**config.mk**
```make
export PLATFORM = sky130hd
export DESIGN_NAME = zxspi_host
export DESIGN_NICKNAME = d
export VERILOG_FILES = /design/src/rtl/zxspi_host.sv
export SDC_FILE = /design/constraint.sdc
export NUM_CORES = 1
export LEC_CHECK = 0
export BUFFER_PORTS_ARGS = -buffer_cell sky130_fd_sc_hd__clkbuf_2
export CORE_AREA = 10 10 126 99
export CTS_CLUSTER_DIAMETER = 150
export DETAILED_ROUTE_END_ITERATION = 10
export DIE_AREA = 0 0 136 109
export SYNTH_ARGS = -nofsm -noshare
export SYNTH_HDL_FRONTEND = slang
export SYNTH_SLANG_ARGS = --single-unit
```
**constraint.sdc**
```tcl
create_clock -name clock -period 2.73 [get_ports clock]
set_clock_uncertainty 0.2 [all_clocks]
set_input_delay 0.546 -clock clock [delete_from_list [all_inputs] [get_ports clock]]
set_output_delay 0.546 -clock clock [all_outputs]
set_load 0.02 [all_outputs]
```
**src/rtl/zxspi_host.sv**
```systemverilog
// zxspi_host - SPI host for the Z80 I/O bus.
//
// Three I/O ports are decoded from the low address byte:
//   PORT_CS   (write) : chip-select register, d[CSN-1:0] -> cs (active-low)
//   PORT_DATA (rd/wr) : write sends d; read returns the last received byte
//                       and then clocks out 8'hFF to fetch the next one
//   PORT_CTRL (rd/wr) : write sets the SCK divider (and cpol when enabled);
//                       read returns {busy, ovr, cpol, 0, div[3:0]}
//
// Ports:
//   clock, reset      system clock, synchronous active-high reset
//   ce                CPU clock enable qualifying every bus sample
//   enable            0 forces all chip selects high and ignores CS writes
//   iorq, rd, wr      Z80 bus strobes, active-low
//   a, d, q           low address byte, write data, read data
//   cs                active-low chip selects (CSN of them)
//   ck, mosi, miso    SPI lines, MSB first, sampling on the leading edge
//
// Optional feature: define SPI_CPOL_EN to make bit 7 of a control write
// select the SCK idle level (SPI modes 0 and 2). Without it ck idles low.

module zxspi_host #(
  parameter int         CSN       = 2,
  parameter logic [7:0] PORT_CS   = 8'hE7,
  parameter logic [7:0] PORT_DATA = 8'hEB,
  parameter logic [7:0] PORT_CTRL = 8'hE3,
  parameter int         DIVW      = 4,
  parameter int         DIV_INIT  = 1
) (
  input  logic           clock,
  input  logic           reset,
  input  logic           ce,
  input  logic           enable,
  input  logic           iorq,
  input  logic           rd,
  input  logic           wr,
  input  logic [7:0]     a,
  input  logic [7:0]     d,
  output logic [7:0]     q,
  output logic [CSN-1:0] cs,
  output logic           ck,
  output logic           mosi,
  input  logic           miso
);

  typedef enum logic [2:0] {
    S_IDLE,
    S_SETUP,
    S_LEAD,
    S_TRAIL,
    S_DONE
  } state_t;

  state_t state, state_nx;

  logic            acc_cs, acc_data, acc_ctrl;
  logic            acc_cs_q, acc_data_q, acc_ctrl_q;
  logic            stb_cs, stb_data, stb_ctrl;
  logic [CSN-1:0]  cs_reg;
  logic [DIVW-1:0] div;
  logic [DIVW-1:0] dcnt;
  logic [2:0]      bitcnt;
  logic [7:0]      txs;
  logic [7:0]      rxs;
  logic [7:0]      rx;
  logic            busy;
  logic            ovr;
  logic            ck_r;
  logic            cpol;
  logic [3:0]      div4;
  logic            tick;
  logic            start;

  assign acc_cs   = !iorq && (a == PORT_CS)   && (!rd || !wr);
  assign acc_data = !iorq && (a == PORT_DATA) && (!rd || !wr);
  assign acc_ctrl = !iorq && (a == PORT_CTRL) && (!rd || !wr);

  // Rising-edge detect on the access terms so that an I/O cycle stretched
  // by wait states still produces exactly one action.
  always_ff @(posedge clock) begin
    if (reset) begin
      acc_cs_q   <= 1'b0;
      acc_data_q <= 1'b0;
      acc_ctrl_q <= 1'b0;
    end else if (ce) begin
      acc_cs_q   <= acc_cs;
      acc_data_q <= acc_data;
      acc_ctrl_q <= acc_ctrl;
    end
  end

  assign stb_cs   = ce && acc_cs   && !acc_cs_q;
  assign stb_data = ce && acc_data && !acc_data_q;
  assign stb_ctrl = ce && acc_ctrl && !acc_ctrl_q;

  // busy stays high through DONE, so a data strobe landing on the final
  // clock of a transfer is treated as an overrun rather than a new start.
  assign start = stb_data && !busy;
  assign tick  = (dcnt == div);

  always_ff @(posedge clock) begin
    if (reset) state <= S_IDLE;
    else       state <= state_nx;
  end

  always_comb begin
    state_nx = state;
    case (state)
      S_IDLE:  if (start) state_nx = S_SETUP;
      S_SETUP: state_nx = S_LEAD;
      S_LEAD:  if (tick) state_nx = S_TRAIL;
      S_TRAIL: if (tick) state_nx = (bitcnt == 3'd0) ? S_DONE : S_LEAD;
      S_DONE:  state_nx = S_IDLE;
      default: state_nx = S_IDLE;
    endcase
  end

  // Bus-side registers and the bit engine datapath. The receive shifter
  // takes miso on the leading edge; the transmit shifter advances on the
  // trailing edge so mosi is stable for a full half period before sampling.
  always_ff @(posedge clock) begin
    if (reset) begin
      cs_reg <= '1;
      div    <= DIVW'(DIV_INIT);
      dcnt   <= '0;
      bitcnt <= 3'd0;
      txs    <= 8'hFF;
      rxs    <= 8'h00;
      rx     <= 8'hFF;
      busy   <= 1'b0;
      ovr    <= 1'b0;
      ck_r   <= 1'b0;
      mosi   <= 1'b1;
    end else begin
      if (stb_cs && !wr && enable)
        cs_reg <= d[CSN-1:0];

      if (stb_ctrl) begin
        if (!wr) begin
          if (busy) ovr <= 1'b1;
          else      div <= d[DIVW-1:0];
        end else begin
          ovr <= 1'b0;
        end
      end

      if (stb_data) begin
        if (busy) begin
          ovr <= 1'b1;
        end else begin
          busy <= 1'b1;
          txs  <= !wr ? d : 8'hFF;
        end
      end

      case (state)
        S_SETUP: begin
          mosi   <= txs[7];
          bitcnt <= 3'd7;
          dcnt   <= '0;
        end
        S_LEAD: begin
          if (tick) begin
            ck_r <= 1'b1;
            rxs  <= {rxs[6:0], miso};
            dcnt <= '0;
          end else begin
            dcnt <= dcnt + 1'b1;
          end
        end
        S_TRAIL: begin
          if (tick) begin
            ck_r   <= 1'b0;
            txs    <= {txs[6:0], 1'b1};
            mosi   <= txs[6];
            bitcnt <= bitcnt - 3'd1;
            dcnt   <= '0;
          end else begin
            dcnt <= dcnt + 1'b1;
          end
        end
        S_DONE: begin
          rx   <= rxs;
          busy <= 1'b0;
          mosi <= 1'b1;
        end
        default: ;
      endcase
    end
  end

`ifdef SPI_CPOL_EN
  // Clock polarity follows bit 7 of an accepted control write.
  always_ff @(posedge clock) begin
    if (reset)
      cpol <= 1'b0;
    else if (stb_ctrl && !wr && !busy)
      cpol <= d[7];
  end
`else
  assign cpol = 1'b0;
`endif

  // ck_r is the "active" phase; polarity is applied only at the pin.
  assign ck   = ck_r ^ cpol;
  assign cs   = enable ? cs_reg : '1;
  assign div4 = 4'(div);

  // The chip-select register is write-only, so its address reads as 8'hFF
  // like any undecoded port.
  always_comb begin
    q = 8'hFF;
    if (a == PORT_DATA)
      q = rx;
    else if (a == PORT_CTRL)
      q = {busy, ovr, cpol, 1'b0, div4};
  end

endmodule
```
# Word-level counts from Yosys, hierarchy flattened
# Index checks and enable logic that the tools add are counted.
[word_totals]
word_cells = 94
output_inout_bits = 12
ff_bits = 47
inputBits = 24
[op_classes]
n_addsub = 2
eq_ne = 11
n_reduce_logical = 37
mux = 27
n_bitwise = 2
[ops]
columns = ["operator", "count"]
rows = [
  ["two-way mux 8 bit", 7],
  ["equality test 8 bit, second input constant", 3],
  ["logical AND 1 bit", 15],
  ["two-way mux 3 bit", 5],
  ["one-hot mux 3 bit (4 select lines)", 1],
  ["AND reduction 3 bit", 3],
  ["two-way mux 1 bit", 8],
  ["one-hot mux 4 bit (2 select lines)", 1],
  ["zero test 1 bit", 7],
  ["equality test 3 x 2 -> 1 bit, second input constant", 2],
  ["zero test 3 bit", 2],
  ["inequality test 2 bit, second input constant", 3],
  ["one-hot mux 3 bit (2 select lines)", 1],
  ["AND reduction 2 bit", 3],
  ["nonzero test 2 bit", 3],
  ["adder 4 x 1 -> 4 bit, second input constant", 1],
  ["equality test 4 bit", 1],
  ["two-way mux 4 bit", 1],
  ["OR reduction 2 bit", 2],
  ["equality test 3 x 1 -> 1 bit, second input constant", 1],
  ["equality test 3 bit, second input constant", 1],
  ["one-hot mux 1 bit (3 select lines)", 1],
  ["nonzero test 3 bit", 1],
  ["subtractor 3 x 1 -> 3 bit, second input constant", 1],
  ["other kinds (4)", 5],
]

# Logic depth before layout (Yosys ltp)
# Gate-level depths: netlist of run 1.
[depth]
ltp_word = 8
mapped_depth = 7
mapped_depth_nobuf = 5

# Worst setup path after synthesis of run 1
# No wires, ideal clock.
[synth_timing]
path_kind = "in2out"
start = "in a[4]"
end = "out q[0]"
path_stages = 4
required_ns = 1.984
arrival_time_ns = 1.469
path_slack_ns = 0.515
n_path_buf = 1
path_cell_list = "and4b_1 clkbuf_1 nand3_1 o22a_1"
[synth_between]
elab_chain_len = 3
word_cells_on_any_way = 4
cone_classes = "2 x eq/ne; 2 x mux"
[synth_rtl]
columns = ["item", "line", "rtl"]
rows = [
  ["start, declared", "37", "input logic [7:0] a,"],
  ["equality test 8 bit", "215", "else if (a == PORT_CTRL)"],
  ["two-way mux 8 bit", "215", ""],
  ["two-way mux 8 bit (*)", "213", "if (a == PORT_DATA)"],
  ["end, declared", "39", "output logic [7:0] q,"],
]
# Mark *: on every way between the ends. The rest lies on a longest branch, timed or not.

# Final worst setup path of run 1
[layout_timing]
start = "in a[4]"
end = "out q[6]"
# The elaborated chain is that of the path after synthesis.

==> metrics.txt, run 1 <==
1st-iter DRT viols 125; Worst-path clk slew ~0.06 ns; CTS tree done; Seq/Total Area, Yosys 41.7%; synth warn 0; Seq cells post-synth 47; initial core utilization about 22%; Setup Buffers After CTS 0; first-pass GRT wire length between 10000 and 15000 microns; clk sink count 47; Buf/Inv on CP 2; Setup TNS 0 ns; largest registers rx: 8 flops, rxs: 8 flops, txs: 8 flops; Post-Synthesis Cells 267; RSZ-0062 raised after global routing false; layout net count around 330; clock tree buffer depth 2; worst skew pair latency between 0.2 and 0.3 ns; top-level I/O count 36; pwr dens about 480 nW/um^2; Mapped Area 2260 sq um; Critical Path End Type primary output; WL/cell roughly 14 microns; remaining routing DRC violations 0; cts bufs inserted 5; Mapped Nets just under 300; Crit path top cell by count clkbuf_2; status finished, final reports clean; share of cells above drive strength 1 18.2%; Setup violations, final 0; Rel. slew slack about three fifths; # diodes 0; post-CTS sizing 0; Die ar. approximately 15000 sq um; commonest non-fill, non-tap cell in the layout dfxtp_1; Worst-Margin Slew a little over 0.6 ns; Critical-path top delay cell and4b_1; Vias/cell 4.80; CTS Root Cell clkbuf_16; min Tclk post-route around 2.5 ns; VDD IR max approximately 240 uV; Max stage delay on crit path 0.36 ns; Hold Path Class reg -> reg; pin count of the biggest net entering global routing 20; Placeable Area roughly 10000 sq um; crit path kind in -> out; final clock period utilization by the worst path 90.7%; Die X 136 microns; Rows 32; global route overflow 0; critical path startpoint category primary input; crit-path leading delay family simple AND/OR/NAND/NOR gates; worst reg-to-reg setup slack ~0.5 ns; H-tree Lvls 2; DR vias 2101; Cell Area, Placed approximately 2600 sq um; Max Fclk 404 MHz; design area between 2000 and 3000 sq um; Final Util between 20% and 30%; static leakage a little under 0.001 uW; Area growth, synth to finish 21.4%; most frequent cells in the layout dfxtp_1 (47), nand3_1 (37), clkbuf_2 (35); ys flop type dfxtp_1; hold buffer count at cts 0; drt total wl around 6200 microns; number of port buffers 35; WP data required 1.98 ns; Post-synth ARST share 0%; vias in the first global route 2022; worst hold margin 0.272 ns; half-perimeter wire length after placement ~4800 microns; Total GRT Usage approximately 8.2%; CP max FO 9; Mean Syn Cell Area 8.45 sq um; Yosys cell types 44; initial antenna violation count 0; Antenna Nets Post-Route 0; max-slew violation count 0; gpl congestion around 0.78; crit path cell chain clkbuf_2 -> and4b_1 -> nand3_1 -> o22a_1 -> clkbuf_2; First-pass DRT Iterations 4; chip height roughly 110 microns; CP arrival 1.73 ns; hold violation total from the final report 0; Max-cap violations 0; Post-synth EDFFs 0
-- final timing paths --
kind,start,endpoint,depth (start not counted)
max,a[4],q[6],5
min,rx[0]$_SDFFE_PP1P_,rx[0]$_SDFFE_PP1P_,2
max reg2reg,div[0]$_SDFFE_PP1P_,rxs[0]$_SDFFE_PP0P_,5
min reg2reg,rx[0]$_SDFFE_PP1P_,rx[0]$_SDFFE_PP1P_,2
-- where the power goes --
group	switching, uW	leakage, uW	internal (uW)
sequential	0.308	0.000379	686
combinational	38.2	0.000546	22.4
clock	242	0.0000679	338
total	280	0.000993	1050
-- cell type report --
class / instances / area, sq um
Clock inverter: 1 / 5.00
Tap cell: 136 / 170
Clock buffer: 7 / 133
Sequential cell: 47 / 941
Timing Repair Buffer: 45 / 250
Inverter: 5 / 18.8
Multi-Input combinational cell: 197 / 1220
Fill cell: 1086 / 7310
-- worst register-to-register path: stages, from the launching register on --
cell and delay (ns):
dfxtp_1 0.43, xor2_1 0.14, or4_1 0.55, buf_4 0.20, nor3_4 0.41, mux2i_1 0.23
-- synth_stat cells, types with 2 or more instances --
library cell   n  share of area, %
mux2i_1        8               3.5
clkbuf_1      14               2.3
buf_1          2              0.33
and4b_1        2              0.89
nand2_1       26               4.3
and2_1         3              0.83
o221ai_1       2              0.78
nor3_1        10               2.2
o311ai_0       7               2.7
nor2b_1        4               1.1
nand3b_1       3               1.0
o21a_1         2              0.67
o31a_1         2              0.78
nand3_1       37               8.2
o22a_1         6               2.3
ha_1           3               1.7
a31oi_1        2              0.55
and4_1         2              0.78
a211oi_1       4               1.3
xor2_1         4               1.6
o21ai_0       12               2.7
nor4_1         4               1.1
inv_1          5              0.83
dfxtp_1       47                42
nand2b_1       8               2.2
a21oi_1       20               4.4
nor2_1        10               1.7
nand4_1        2              0.55
-- layer usage --
metal | part of all wire [%] | wire length (microns) | GRT usage (%) | vias up
met5 | 0 | 0 | 0 | -
met4 | 0.75 | 47 | 1.90 | 0
met3 | 4.7 | 295 | 2.44 | 9
met2 | 41 | 2570 | 11.8 | 36
met1 | 53 | 3320 | 11.8 | 995
li1 | - | - | - | 1061
-- kinds of logic (layout without fill, tap and decap cells) --
logic type | Yosys count | count (layout) | share of synthesized area, %
adders and majority gates | 3 | 3 | 1.66
AOI/OAI and AO/OA | 64 | 64 | 19.1
DFF | 47 | 47 | 41.7
and+or+nand+nor | 118 | 118 | 28.2
buffers and inverters | 23 | 58 | 4.22
muxes | 8 | 8 | 3.55
xor gates and xnor gates | 4 | 4 | 1.55
-- through the flow --
step                      power [uW]  cells  setup slack [ns]
final                           1330    438             0.254
after global routing            1370    438             0.172
after CTS                       1340    438             0.261
after detailed placement         762    430             0.258
after global placement           760    430             0.307
after floorplan                  729    267             0.515
No activity file was read; power rests on OpenSTA's default activity.
==> run 2, diff against run 1 <==
--- a/config.mk
+++ b/config.mk
@@ -6,10 +6,11 @@
 export NUM_CORES = 1
 export LEC_CHECK = 0
 export BUFFER_PORTS_ARGS = -buffer_cell sky130_fd_sc_hd__clkbuf_2
-export CORE_AREA = 10 10 126 99
+export CORE_AREA = 10 10 85 68
 export CTS_CLUSTER_DIAMETER = 150
 export DETAILED_ROUTE_END_ITERATION = 10
-export DIE_AREA = 0 0 136 109
+export DIE_AREA = 0 0 95 78
+export PLACE_DENSITY = 0.77
 export SYNTH_ARGS = -nofsm -noshare
 export SYNTH_HDL_FRONTEND = slang
 export SYNTH_SLANG_ARGS = --single-unit
==> run 2 against run 1 <==
Against the previous run: cell count down 18%; setup slack better by 0.017 ns; via count increased by 1.3%; worst hold slack improved by 0.00066 ns; clock power fell by 12%; clock-buffer cell count fell by 2.
==> metrics.txt, run 2 (synthesis gave the netlist of run 1 again) <==
Worst-path clk slew 0.09 ns; Worst-Margin Slew between 0.6 and 0.7 ns; drt total wl 5700 microns; hold violation total from the final report 0; Rows 21; Max Fclk 407 MHz; Die ar. 7410 sq um; Setup Buffers After CTS 0; critical path startpoint category primary input; gpl congestion about 0.82; worst reg2reg path depth 5; # diodes 0; max-slew violation count 0; chip height a little under 80 microns; static leakage around 0.00098 uW; top-level I/O count 36; layout net count about 330; WP data required 1.98 ns; Area growth, synth to finish 15.5%; RSZ-0062 raised after global routing false; Critical Path End Type primary output; commonest non-fill, non-tap cell in the layout dfxtp_1; remaining routing DRC violations 0; Rel. slew slack a little over half; Worst Hold End rx[3]$_SDFFE_PP1P_; H-tree Lvls 2; pwr dens 481 nW/um^2; fillers about 400; 1st-iter DRT viols 164; area of the multi-input gates about 1200 sq um; Worst R2R End txs[4]$_SDFF_PP1_; vias in the first global route 2121; Hold Path Class reg -> reg; final clock period utilization by the worst path about nine tenths; First-pass DRT Iterations 4; initial core utilization about 53%; crit path kind in -> out; post-CTS sizing 0; hold buffer count at cts 0; number of port buffers 35; Setup TNS 0 ns; global route overflow 0; cts bufs inserted 5; CTS Root Cell clkbuf_8; Max-cap violations 0; Total GRT Usage between 10% and 20%; initial antenna violation count 0; pin count of the biggest net entering global routing 22; CP max FO 9; Final Power roughly 1300 uW; Worst Hold Launch rx[3]$_SDFFE_PP1P_; Antenna Nets Post-Route 0; first-pass GRT wire length roughly 10000 microns; worst reg-to-reg setup slack 0.35 ns; half-perimeter wire length after placement around 4200 microns; worst skew pair latency ~0.30 ns; Setup violations, final 0; VDD IR max between 200 and 300 uV; share of cells above drive strength 1 18.6%; R2R Path Start dcnt[1]$_SDFFE_PP0P_; status finished, final reports clean; clk sink count 47; CP arrival 1.71 ns; clock tree buffer depth 2; largest registers rx: 8 flops, rxs: 8 flops, txs: 8 flops; WL/cell between 15 and 20 microns; most frequent cells in the layout dfxtp_1 (47), nand3_1 (37), clkbuf_2 (35); worst hold stages 2; Vias/cell just under 6; CTS tree done; Die X around 95 microns; Register Area approximately 940 sq um; DR vias 2128; min Tclk post-route between 2 and 2.5 ns; Placeable Area ~4300 sq um
run 2: worst max-delay path by stage:
stage,slack [ns],cells past startpoint,end,start
3_3_place_gp,0.30,5,q[0],a[4]
6_report,0.27,5,q[2],a[4]
3_5_place_dp,0.27,5,q[2],a[4]
5_1_grt,0.14,5,q[2],a[4]
2_1_floorplan,0.51,4,q[0],a[4]
4_1_cts,0.27,5,q[2],a[4]
run 2: routing by layer:
| metal | track usage [%] | vias up | share of wire, % |
|---|---|---|---|
| met5 | 0 | - | 0 |
| met4 | 4.93 | 0 | 1.5 |
| met3 | 4.23 | 12 | 5.2 |
| met2 | 25.1 | 53 | 46 |
| met1 | 20.8 | 1010 | 48 |
| li1 | - | 1053 | - |
run 2: metrics by stage:
step | hold WS [ns] | util [%] | area (sq um) | std cells | worst slack, ns
6_report | 0.273 | 61.2 | 2610 | 358 | 0.271
2_1_floorplan | 0.241 | - | 2260 | 267 | 0.515
3_3_place_gp | 0.258 | 58.6 | 2490 | 350 | 0.298
4_1_cts | 0.277 | 61.2 | 2610 | 358 | 0.273
3_5_place_dp | 0.262 | 58.6 | 2490 | 350 | 0.274
5_1_grt | 0.306 | 61.2 | 2610 | 358 | 0.140
run 2: area by class of cell:
type / count / area share, %
tap: 57 / 2.74
inverter: 5 / 0.720
clock inverter: 3 / 1.68
sequential: 47 / 36.1
timing repair buffer: 44 / 9.31
clock buffer: 5 / 2.64
multi-input combinational: 197 / 46.8
run 2: worst max-delay path: stages:
cell and delay [ns]:
clkbuf_2 0.07, and4b_1 0.34, nand3_1 0.30, o22a_1 0.30, clkbuf_2 0.16
run 2: where the power goes:
group	switching [uW]	internal, uW	leakage (uW)	total [uW]
clock network	236	273	0.0000581	508
logic	36.4	23.2	0.000541	59.6
registers	0.304	685	0.000379	685
